## config.mk

```make
export PLATFORM = sky130hd
export DESIGN_NAME = pipe_hazard_ctrl
export DESIGN_NICKNAME = d
export VERILOG_FILES = /design/src/rtl/pipe_hazard_ctrl_pkg.sv /design/src/rtl/pipe_hazard_ctrl_fwd.sv /design/src/rtl/pipe_hazard_ctrl.sv
export SDC_FILE = /design/constraint.sdc
export NUM_CORES = 1
export LEC_CHECK = 0
export ABC_AREA = 1
export CAP_MARGIN = 20
export CORE_MARGIN = 5
export CORE_UTILIZATION = 45
export CTS_CLUSTER_DIAMETER = 80
export DETAILED_ROUTE_END_ITERATION = 8
export DONT_BUFFER_PORTS = 1
export HOLD_SLACK_MARGIN = 0.05
export PLACE_DENSITY_LB_ADDON = 0.25
export SETUP_SLACK_MARGIN = 0.02
export SLEW_MARGIN = 20
export SYNTH_ARGS = -nofsm -noshare
export SYNTH_HDL_FRONTEND = slang
export SYNTH_HIERARCHICAL = 1
export SYNTH_SLANG_ARGS = --single-unit
```

## constraint.sdc

```tcl
create_clock -name i_clk -period 1.6 [get_ports i_clk]
set_input_delay 0.24 -clock i_clk [delete_from_list [all_inputs] [get_ports i_clk]]
set_output_delay 0.24 -clock i_clk [all_outputs]
set_load 0.1 [all_outputs]
```

## src/rtl/pipe_hazard_ctrl_pkg.sv

```systemverilog
// Shared definitions for the pipeline hazard controller: opcodes, FSM states,
// forwarding-select encodings and the per-opcode producer/consumer tables.
package pipe_hazard_ctrl_pkg;

    localparam int OP_BITS = 4;

    localparam logic [3:0] OP_NOP     = 4'h0;
    localparam logic [3:0] OP_ADD     = 4'h1;
    localparam logic [3:0] OP_SUB     = 4'h2;
    localparam logic [3:0] OP_NAND    = 4'h3;
    localparam logic [3:0] OP_SHL     = 4'h4;
    localparam logic [3:0] OP_SHR     = 4'h5;
    localparam logic [3:0] OP_TST     = 4'h6;
    localparam logic [3:0] OP_MOVI    = 4'h7;
    localparam logic [3:0] OP_MOV     = 4'h8;
    localparam logic [3:0] OP_BEQ     = 4'h9;
    localparam logic [3:0] OP_BNE     = 4'hA;
    localparam logic [3:0] OP_JMP     = 4'hB;
    localparam logic [3:0] OP_OUT     = 4'hC;
    localparam logic [3:0] OP_LOAD    = 4'hD;
    localparam logic [3:0] OP_STORE   = 4'hE;
    localparam logic [3:0] OP_LOADIMM = 4'hF;

    typedef enum logic [1:0] {
        ST_RUN   = 2'b00,
        ST_STALL = 2'b01,
        ST_FLUSH = 2'b10,
        ST_BAD   = 2'b11
    } state_t;

    localparam logic [1:0] FWD_RF  = 2'b00;
    localparam logic [1:0] FWD_EX  = 2'b01;
    localparam logic [1:0] FWD_MEM = 2'b10;

    function automatic logic is_writer(input logic [OP_BITS-1:0] op);
        logic w;
        case (op)
            OP_ADD, OP_SUB, OP_NAND, OP_SHL, OP_SHR,
            OP_MOVI, OP_MOV, OP_LOAD, OP_LOADIMM:      w = 1'b1;
            OP_NOP, OP_TST, OP_BEQ, OP_BNE, OP_JMP,
            OP_OUT, OP_STORE:                          w = 1'b0;
            default:                                   w = 1'b0;
        endcase
        return w;
    endfunction

    function automatic logic reads_ra(input logic [OP_BITS-1:0] op);
        logic r;
        case (op)
            OP_ADD, OP_SUB, OP_NAND, OP_STORE,
            OP_SHL, OP_SHR, OP_TST:                    r = 1'b1;
            default:                                   r = 1'b0;
        endcase
        return r;
    endfunction

    function automatic logic reads_rb(input logic [OP_BITS-1:0] op);
        logic r;
        case (op)
            OP_ADD, OP_SUB, OP_NAND, OP_STORE, OP_MOV: r = 1'b1;
            default:                                   r = 1'b0;
        endcase
        return r;
    endfunction

endpackage

```

## src/rtl/pipe_hazard_ctrl_fwd.sv

```systemverilog
// Combinational operand-forwarding selects for the instruction in decode,
// choosing between register file, EX-stage result and MEM/WB data.
module hazard_fwd_unit
    import pipe_hazard_ctrl_pkg::*;
#(
    parameter int OP_W = 4
) (
    input  logic [OP_W-1:0] i_dec_op,
    input  logic [1:0]      i_dec_ra,
    input  logic [1:0]      i_dec_rb,
    input  logic            i_dec_valid,
    input  logic [OP_W-1:0] i_ex_op,
    input  logic [1:0]      i_ex_dst,
    input  logic            i_ex_valid,
    input  logic [OP_W-1:0] i_mem_op,
    input  logic [1:0]      i_mem_dst,
    input  logic            i_mem_valid,
    output logic [1:0]      o_fwd_a_sel,
    output logic [1:0]      o_fwd_b_sel
);

    logic w_ex_ok;
    logic w_mem_ok;

    // A load in EX has no data yet; it can only be forwarded once it reaches MEM.
    assign w_ex_ok  = i_ex_valid && is_writer(i_ex_op) && (i_ex_op != OP_LOAD);
    assign w_mem_ok = i_mem_valid && is_writer(i_mem_op);

    function automatic logic [1:0] pick_src(
        input logic       used,
        input logic [1:0] src,
        input logic       ex_ok,
        input logic [1:0] ex_dst,
        input logic       mem_ok,
        input logic [1:0] mem_dst
    );
        logic [1:0] sel;
        if (!used) begin
            sel = FWD_RF;
        end else if (ex_ok && (ex_dst == src)) begin
            sel = FWD_EX;
        end else if (mem_ok && (mem_dst == src)) begin
            sel = FWD_MEM;
        end else begin
            sel = FWD_RF;
        end
        return sel;
    endfunction

    // Per-operand source selection, youngest producer first.
    always_comb begin
        o_fwd_a_sel = FWD_RF;
        o_fwd_b_sel = FWD_RF;
        if (i_dec_valid) begin
            o_fwd_a_sel = pick_src(reads_ra(i_dec_op), i_dec_ra, w_ex_ok, i_ex_dst,
                                   w_mem_ok, i_mem_dst);
            o_fwd_b_sel = pick_src(reads_rb(i_dec_op), i_dec_rb, w_ex_ok, i_ex_dst,
                                   w_mem_ok, i_mem_dst);
        end else begin
            o_fwd_a_sel = FWD_RF;
            o_fwd_b_sel = FWD_RF;
        end
    end

endmodule

```

## src/rtl/pipe_hazard_ctrl.sv

```systemverilog
// Hazard controller for a short in-order pipeline: load-use stall, taken-branch
// flush, and operand forwarding selects for the instruction in decode.
module pipe_hazard_ctrl
    import pipe_hazard_ctrl_pkg::*;
#(
    parameter int FLUSH_CYCLES = 2,
    parameter int OP_W         = 4
) (
    input  logic       i_clk,
    input  logic       i_rst_n,
    input  logic [7:0] i_dec_ins,
    input  logic       i_dec_valid,
    input  logic       i_br_taken,
    output logic       o_pc_we,
    output logic       o_ifid_we,
    output logic       o_ifid_flush,
    output logic       o_idex_bubble,
    output logic [1:0] o_fwd_a_sel,
    output logic [1:0] o_fwd_b_sel,
    output logic [1:0] o_state
);

    localparam logic [1:0] FLUSH_LOAD = 2'(FLUSH_CYCLES - 1);

    state_t          r_state;
    state_t          w_state_nxt;
    logic [1:0]      r_flush_cnt;
    logic [1:0]      w_flush_cnt_nxt;

    logic [7:0]      r_ex_ins;
    logic [7:0]      r_mem_ins;
    logic [7:0]      r_wb_ins;
    logic            r_ex_vld;
    logic            r_mem_vld;
    logic            r_wb_vld;

    logic [OP_W-1:0] w_dec_op;
    logic [OP_W-1:0] w_ex_op;
    logic [OP_W-1:0] w_mem_op;
    logic [1:0]      w_dec_ra;
    logic [1:0]      w_dec_rb;
    logic [1:0]      w_ex_dst;
    logic [1:0]      w_mem_dst;
    logic            w_load_use;
    logic [1:0]      w_fwd_a;
    logic [1:0]      w_fwd_b;
    logic            w_unused_bits;

    assign w_dec_op  = i_dec_ins[7 -: OP_W];
    assign w_dec_ra  = i_dec_ins[3:2];
    assign w_dec_rb  = i_dec_ins[1:0];
    assign w_ex_op   = r_ex_ins[7 -: OP_W];
    assign w_ex_dst  = r_ex_ins[3:2];
    assign w_mem_op  = r_mem_ins[7 -: OP_W];
    assign w_mem_dst = r_mem_ins[3:2];

    // WB is tracked for completeness of the pipeline image but feeds no decision.
    assign w_unused_bits = ^{r_ex_ins[1:0], r_mem_ins[1:0], r_wb_ins, r_wb_vld};

    assign w_load_use = (r_state == ST_RUN) && r_ex_vld && (w_ex_op == OP_LOAD)
                     && i_dec_valid
                     && ((reads_ra(w_dec_op) && (w_dec_ra == w_ex_dst))
                      || (reads_rb(w_dec_op) && (w_dec_rb == w_ex_dst)));

    hazard_fwd_unit #(
        .OP_W (OP_W)
    ) u_fwd (
        .i_dec_op    (w_dec_op),
        .i_dec_ra    (w_dec_ra),
        .i_dec_rb    (w_dec_rb),
        .i_dec_valid (i_dec_valid),
        .i_ex_op     (w_ex_op),
        .i_ex_dst    (w_ex_dst),
        .i_ex_valid  (r_ex_vld),
        .i_mem_op    (w_mem_op),
        .i_mem_dst   (w_mem_dst),
        .i_mem_valid (r_mem_vld),
        .o_fwd_a_sel (w_fwd_a),
        .o_fwd_b_sel (w_fwd_b)
    );

    assign o_fwd_a_sel = i_rst_n ? w_fwd_a : FWD_RF;
    assign o_fwd_b_sel = i_rst_n ? w_fwd_b : FWD_RF;
    assign o_state     = r_state;

    // Next-state and pipeline-control decode; a taken branch overrides any stall.
    always_comb begin
        w_state_nxt     = r_state;
        w_flush_cnt_nxt = r_flush_cnt;
        o_pc_we         = 1'b1;
        o_ifid_we       = 1'b1;
        o_ifid_flush    = 1'b0;
        o_idex_bubble   = 1'b0;
        if (!i_rst_n) begin
            o_pc_we         = 1'b0;
            o_ifid_we       = 1'b0;
            o_ifid_flush    = 1'b1;
            o_idex_bubble   = 1'b1;
            w_state_nxt     = ST_RUN;
            w_flush_cnt_nxt = 2'd0;
        end else if (i_br_taken) begin
            o_ifid_flush    = 1'b1;
            o_idex_bubble   = 1'b1;
            w_state_nxt     = ST_FLUSH;
            w_flush_cnt_nxt = FLUSH_LOAD;
        end else begin
            case (r_state)
                ST_RUN: begin
                    if (w_load_use) begin
                        o_pc_we       = 1'b0;
                        o_ifid_we     = 1'b0;
                        o_idex_bubble = 1'b1;
                        w_state_nxt   = ST_STALL;
                    end else begin
                        w_state_nxt   = ST_RUN;
                    end
                end
                ST_STALL: begin
                    w_state_nxt = ST_RUN;
                end
                ST_FLUSH: begin
                    if (r_flush_cnt != 2'd0) begin
                        o_ifid_flush    = 1'b1;
                        o_idex_bubble   = 1'b1;
                        w_flush_cnt_nxt = r_flush_cnt - 2'd1;
                        w_state_nxt     = ST_FLUSH;
                    end else begin
                        w_state_nxt     = ST_RUN;
                    end
                end
                ST_BAD: begin
                    w_state_nxt     = ST_RUN;
                    w_flush_cnt_nxt = 2'd0;
                end
                default: begin
                    w_state_nxt     = ST_RUN;
                    w_flush_cnt_nxt = 2'd0;
                end
            endcase
        end
    end

    // FSM state and flush counter.
    always_ff @(posedge i_clk or negedge i_rst_n) begin
        if (!i_rst_n) begin
            r_state     <= ST_RUN;
            r_flush_cnt <= 2'd0;
        end else begin
            r_state     <= w_state_nxt;
            r_flush_cnt <= w_flush_cnt_nxt;
        end
    end

    // Shadow of the EX/MEM/WB instructions; a bubble enters EX as an invalid NOP.
    always_ff @(posedge i_clk or negedge i_rst_n) begin
        if (!i_rst_n) begin
            r_ex_ins  <= 8'h00;
            r_ex_vld  <= 1'b0;
            r_mem_ins <= 8'h00;
            r_mem_vld <= 1'b0;
            r_wb_ins  <= 8'h00;
            r_wb_vld  <= 1'b0;
        end else begin
            r_ex_ins  <= o_idex_bubble ? 8'h00 : i_dec_ins;
            r_ex_vld  <= o_idex_bubble ? 1'b0 : i_dec_valid;
            r_mem_ins <= r_ex_ins;
            r_mem_vld <= r_ex_vld;
            r_wb_ins  <= r_mem_ins;
            r_wb_vld  <= r_mem_vld;
        end
    end

endmodule

```

==> impl_results.md <==
* CP startpoint: r_mem_ins[2]
* Syn_nets at 187
* YS warnings at 6
* Clock sink total at 18
* Hold path cells at 2
* Most frequent cell after synthesis: nand2_1
* Combinational share of power at 0.265
* Wirelength per Cell at 12.7 um
* Number of enable flip-flop cells after synthesis at 0
* Top cell type's share of synthesized area at 0.379
* Post-synth cell types at 29
* Number of max-cap violations at 0
* Post-synth top area cell: dfrtp_1
* Post-Place Cells at 211
* Worst reg2reg setup slack at 130 ps
* CTS root buffer: clkbuf_4
* Die Y at 61.4 um
* Clk pwr share at 0.266
* Hold Crit Class: primary input to register
* Clock Path Buffers at 2
* Final Cycle Share at 1.21
* Number of global-route vias before repair at 1157
* Slew headroom at 0.470
* CTS Buf Count at 3
* Final WL at 2890 um
* Max FO, Critical Path at 3
* First-pass GRT wire length at 4680 um
* Largest net degree at the start of global routing at 27
* Psw at 338 uW
* Overall Global Routing Usage at 0.169
* Die area at 0.00377 mm^2
* Chip Width at 61.4 um
* FF+latch count, synth at 18
* Htree depth at 1
* Main area contributors after synthesis: dfrtp_1, nand2_1, inv_1
* Critical path class: register to primary output
* Internal power at 715 uW
* Net switching fraction of the power at 0.321
* Synth top cells by count: nand2_1, inv_1, dfrtp_1
* N_diodes at 0
* Core Box Area at 0.00250 mm^2
* Vias at 1116
* Detail Route Antenna Nets at 0
* DRT Pass-1 Iters at 5
* Fin nets at 211
* Gate Count Post-Synth at 174
* Mapped Avg Cell Area at 6.84 um^2
* I/O pin cnt at 22
* Max Slew Vio Count at 0
* Setup repair after global routing missed its margin: yes
* Fin cells at 227
* Skew-Pair Late Insertion Delay at 290 ps
* Failing checks: setup timing
* Max Fclk at 517 MHz
* Synth-to-Final Area Change at 36.4%
* Final hold viol count at 0
* Pleak at 0.000799 uW
* Rows at 18
* Initial Utilization at 0.476
* Initial antenna violation count at 0
* Max incr delay on CP at 430 ps
* Final WS setup at -335 ps
* Worst-Margin Slew at 793 ps
* Startpoint Class: register
* Synth Flop Type: dfrtp_1
* Hold path endpoint: r_ex_ins[6]
* R2r endpoint: r_ex_ins[6]
* CP bufs+invs at 2
* Routability cong. at 0.794
* Crit. path cell count at 8
* Post-DP HPWL at 1990 um
* Status: finished, violations left
* Number of port buffers at 0
* Clk slew on worst S/H paths at 110 ps
* Gr ovfl total at 0
* Setup Skew at 11.7 ps
* DR vias/cell at 4.92
* Worst R2R Path Depth at 7
* Min-Delay Startpoint: i_dec_ins[6]
* Critical Path RT at 1360 ps
* Worst r2r src: o_state[1]
* Flop pwr share at 0.469
* Arrival time of the worst setup path at 1700 ps
* Residual DRC at 0
* CP top delay family: flip-flops
* Layout cells sized above 1 at 0.355
* Power per cell area at 649 mW/mm^2
* Maximum VDD drop at 0.000406 V
* Fin Setup TNS at -2100 ps
* Worst Setup End Kind: primary output
* Crit-path cells: a21oi_1 > nand3_1 > a21oi_1 > nand2_1 > nor2_1 > nand2_1 > clkinvlp_4 > buf_12
* Final setup viols at 8
* Register area share after synthesis at 0.379
* FFs w/ async S/R, synth at 1.00
* Post-synthesis cell area at 0.00119 mm^2
* Slowest CP cell: dfrtp_1
* Initial DRC Count at 27
* Min Tclk post-route at 1940 ps
* CTS tree: done
logic make-up (layout without fill, tap and decap cells):
kind of cell / after synthesis / after routing / share of synthesized area
and+or+nand+nor: 98 / 98 / 0.390
AOI/OAI and AO/OA: 15 / 15 / 0.0715
DFF: 18 / 18 / 0.379
adders and majority gates: 1 / 1 / 0.0105
xor gates and xnor gates: 3 / 3 / 0.0221
buffers and inverters: 39 / 62 / 0.127
worst max-delay path by stage:
stage	end	slack, ps
3_3_place_gp	o_pc_we	-10
4_1_cts	o_fwd_a_sel[1]	-310
5_1_grt	o_fwd_a_sel[1]	-430
6_report	o_fwd_b_sel[1]	-340
3_5_place_dp	o_fwd_a_sel[0]	-10
2_1_floorplan	o_pc_we	-650
worst register-to-register path, cell delays in order (launching register included):
cell and delay (ps):
dfrtp_4 500, nor2_4 110, nand3b_1 170, nor2_8 140, buf_6 110, nand2_4 60
nand2_8 220, nor2_2 60
layout by cell type, fill, tap and decap left out, types with 2 or more instances in the layout:
| master | synthesis | routed |
|---|---|---|
| a21oi_1 | 5 | 5 |
| dfrtp_4 | 0 | 2 |
| nand3_1 | 8 | 5 |
| inv_2 | 4 | 7 |
| nor2_2 | 8 | 9 |
| dlygate4sd3_1 | 0 | 3 |
| nand2_1 | 53 | 45 |
| nand3_2 | 0 | 2 |
| nor3_2 | 1 | 2 |
| dfrtp_2 | 0 | 2 |
| buf_4 | 1 | 10 |
| clkbuf_4 | 0 | 3 |
| o21ai_0 | 4 | 3 |
| xnor2_1 | 2 | 2 |
| dfrtp_1 | 18 | 14 |
| buf_12 | 0 | 6 |
| buf_6 | 0 | 2 |
| o21ai_1 | 2 | 3 |
| nand4_1 | 3 | 3 |
| nor2_1 | 17 | 15 |
| nand2_2 | 2 | 9 |
| clkinvlp_4 | 0 | 5 |
| nand2_8 | 1 | 2 |
| inv_1 | 32 | 23 |
area by class of cell:
| cell class | count | area [um^2] |
|---|---|---|
| clock buffer | 4 | 36.3 |
| fill | 215 | 877 |
| inverter | 37 | 160 |
| multi-input combinational | 117 | 681 |
| sequential | 18 | 460 |
| tap | 30 | 37.5 |
| timing repair buffer | 21 | 248 |
per-stage QoR:
step | setup slack (ps) | cell area (um^2) | util | hold WS [ps] | total power, uW
after global routing | -426 | 1620 | 0.649 | 51.0 | 1120
after CTS | -308 | 1570 | 0.629 | -387 | 1030
after global placement | -13.0 | 1400 | 0.558 | -54.7 | 705
after detailed placement | -13.4 | 1400 | 0.558 | -54.6 | 711
after floorplan | -654 | 1250 | - | -55.6 | 682
final | -335 | 1620 | 0.649 | 72.1 | 1050
flip-flops by register name, indices dropped and copies added (netlist names):
signal       count
r_ex_vld         1
r_mem_vld        1
r_ex_ins         6
r_flush_cnt      2
o_state          2
r_mem_ins        6
metal layers:
| metal | part of all wire | vias up | wire length, um | GRT usage |
|---|---|---|---|---|
| met1 | 0.37 | 523 | 1080 | 0.171 |
| met3 | 0.053 | 2 | 153 | 0.0294 |
| met5 | 0 | - | 0 | 0 |
| li1 | - | 569 | - | - |
| met4 | 0.0097 | 0 | 28 | 0.0727 |
| met2 | 0.56 | 22 | 1630 | 0.334 |
power groups by stage:
stage          sequential [uW]  combinational [uW]  clock (uW)
6_report                   494                 279         280
5_1_grt                    496                 305         316
4_1_cts                    492                 251         286
3_5_place_dp               501                 210           0
3_3_place_gp               499                 206           0
2_1_floorplan              510                 173           0
timing repair:
item,4_1_cts,5_1_grt
setup buffers,12,0
endpoints found under the hold margin,19,19
setup endpoints to repair,8,17
hold buffers,1,2
pin swaps,13,17
gates cloned,0,0
resized for setup,14,16
(Power assumes the default switching activity.)
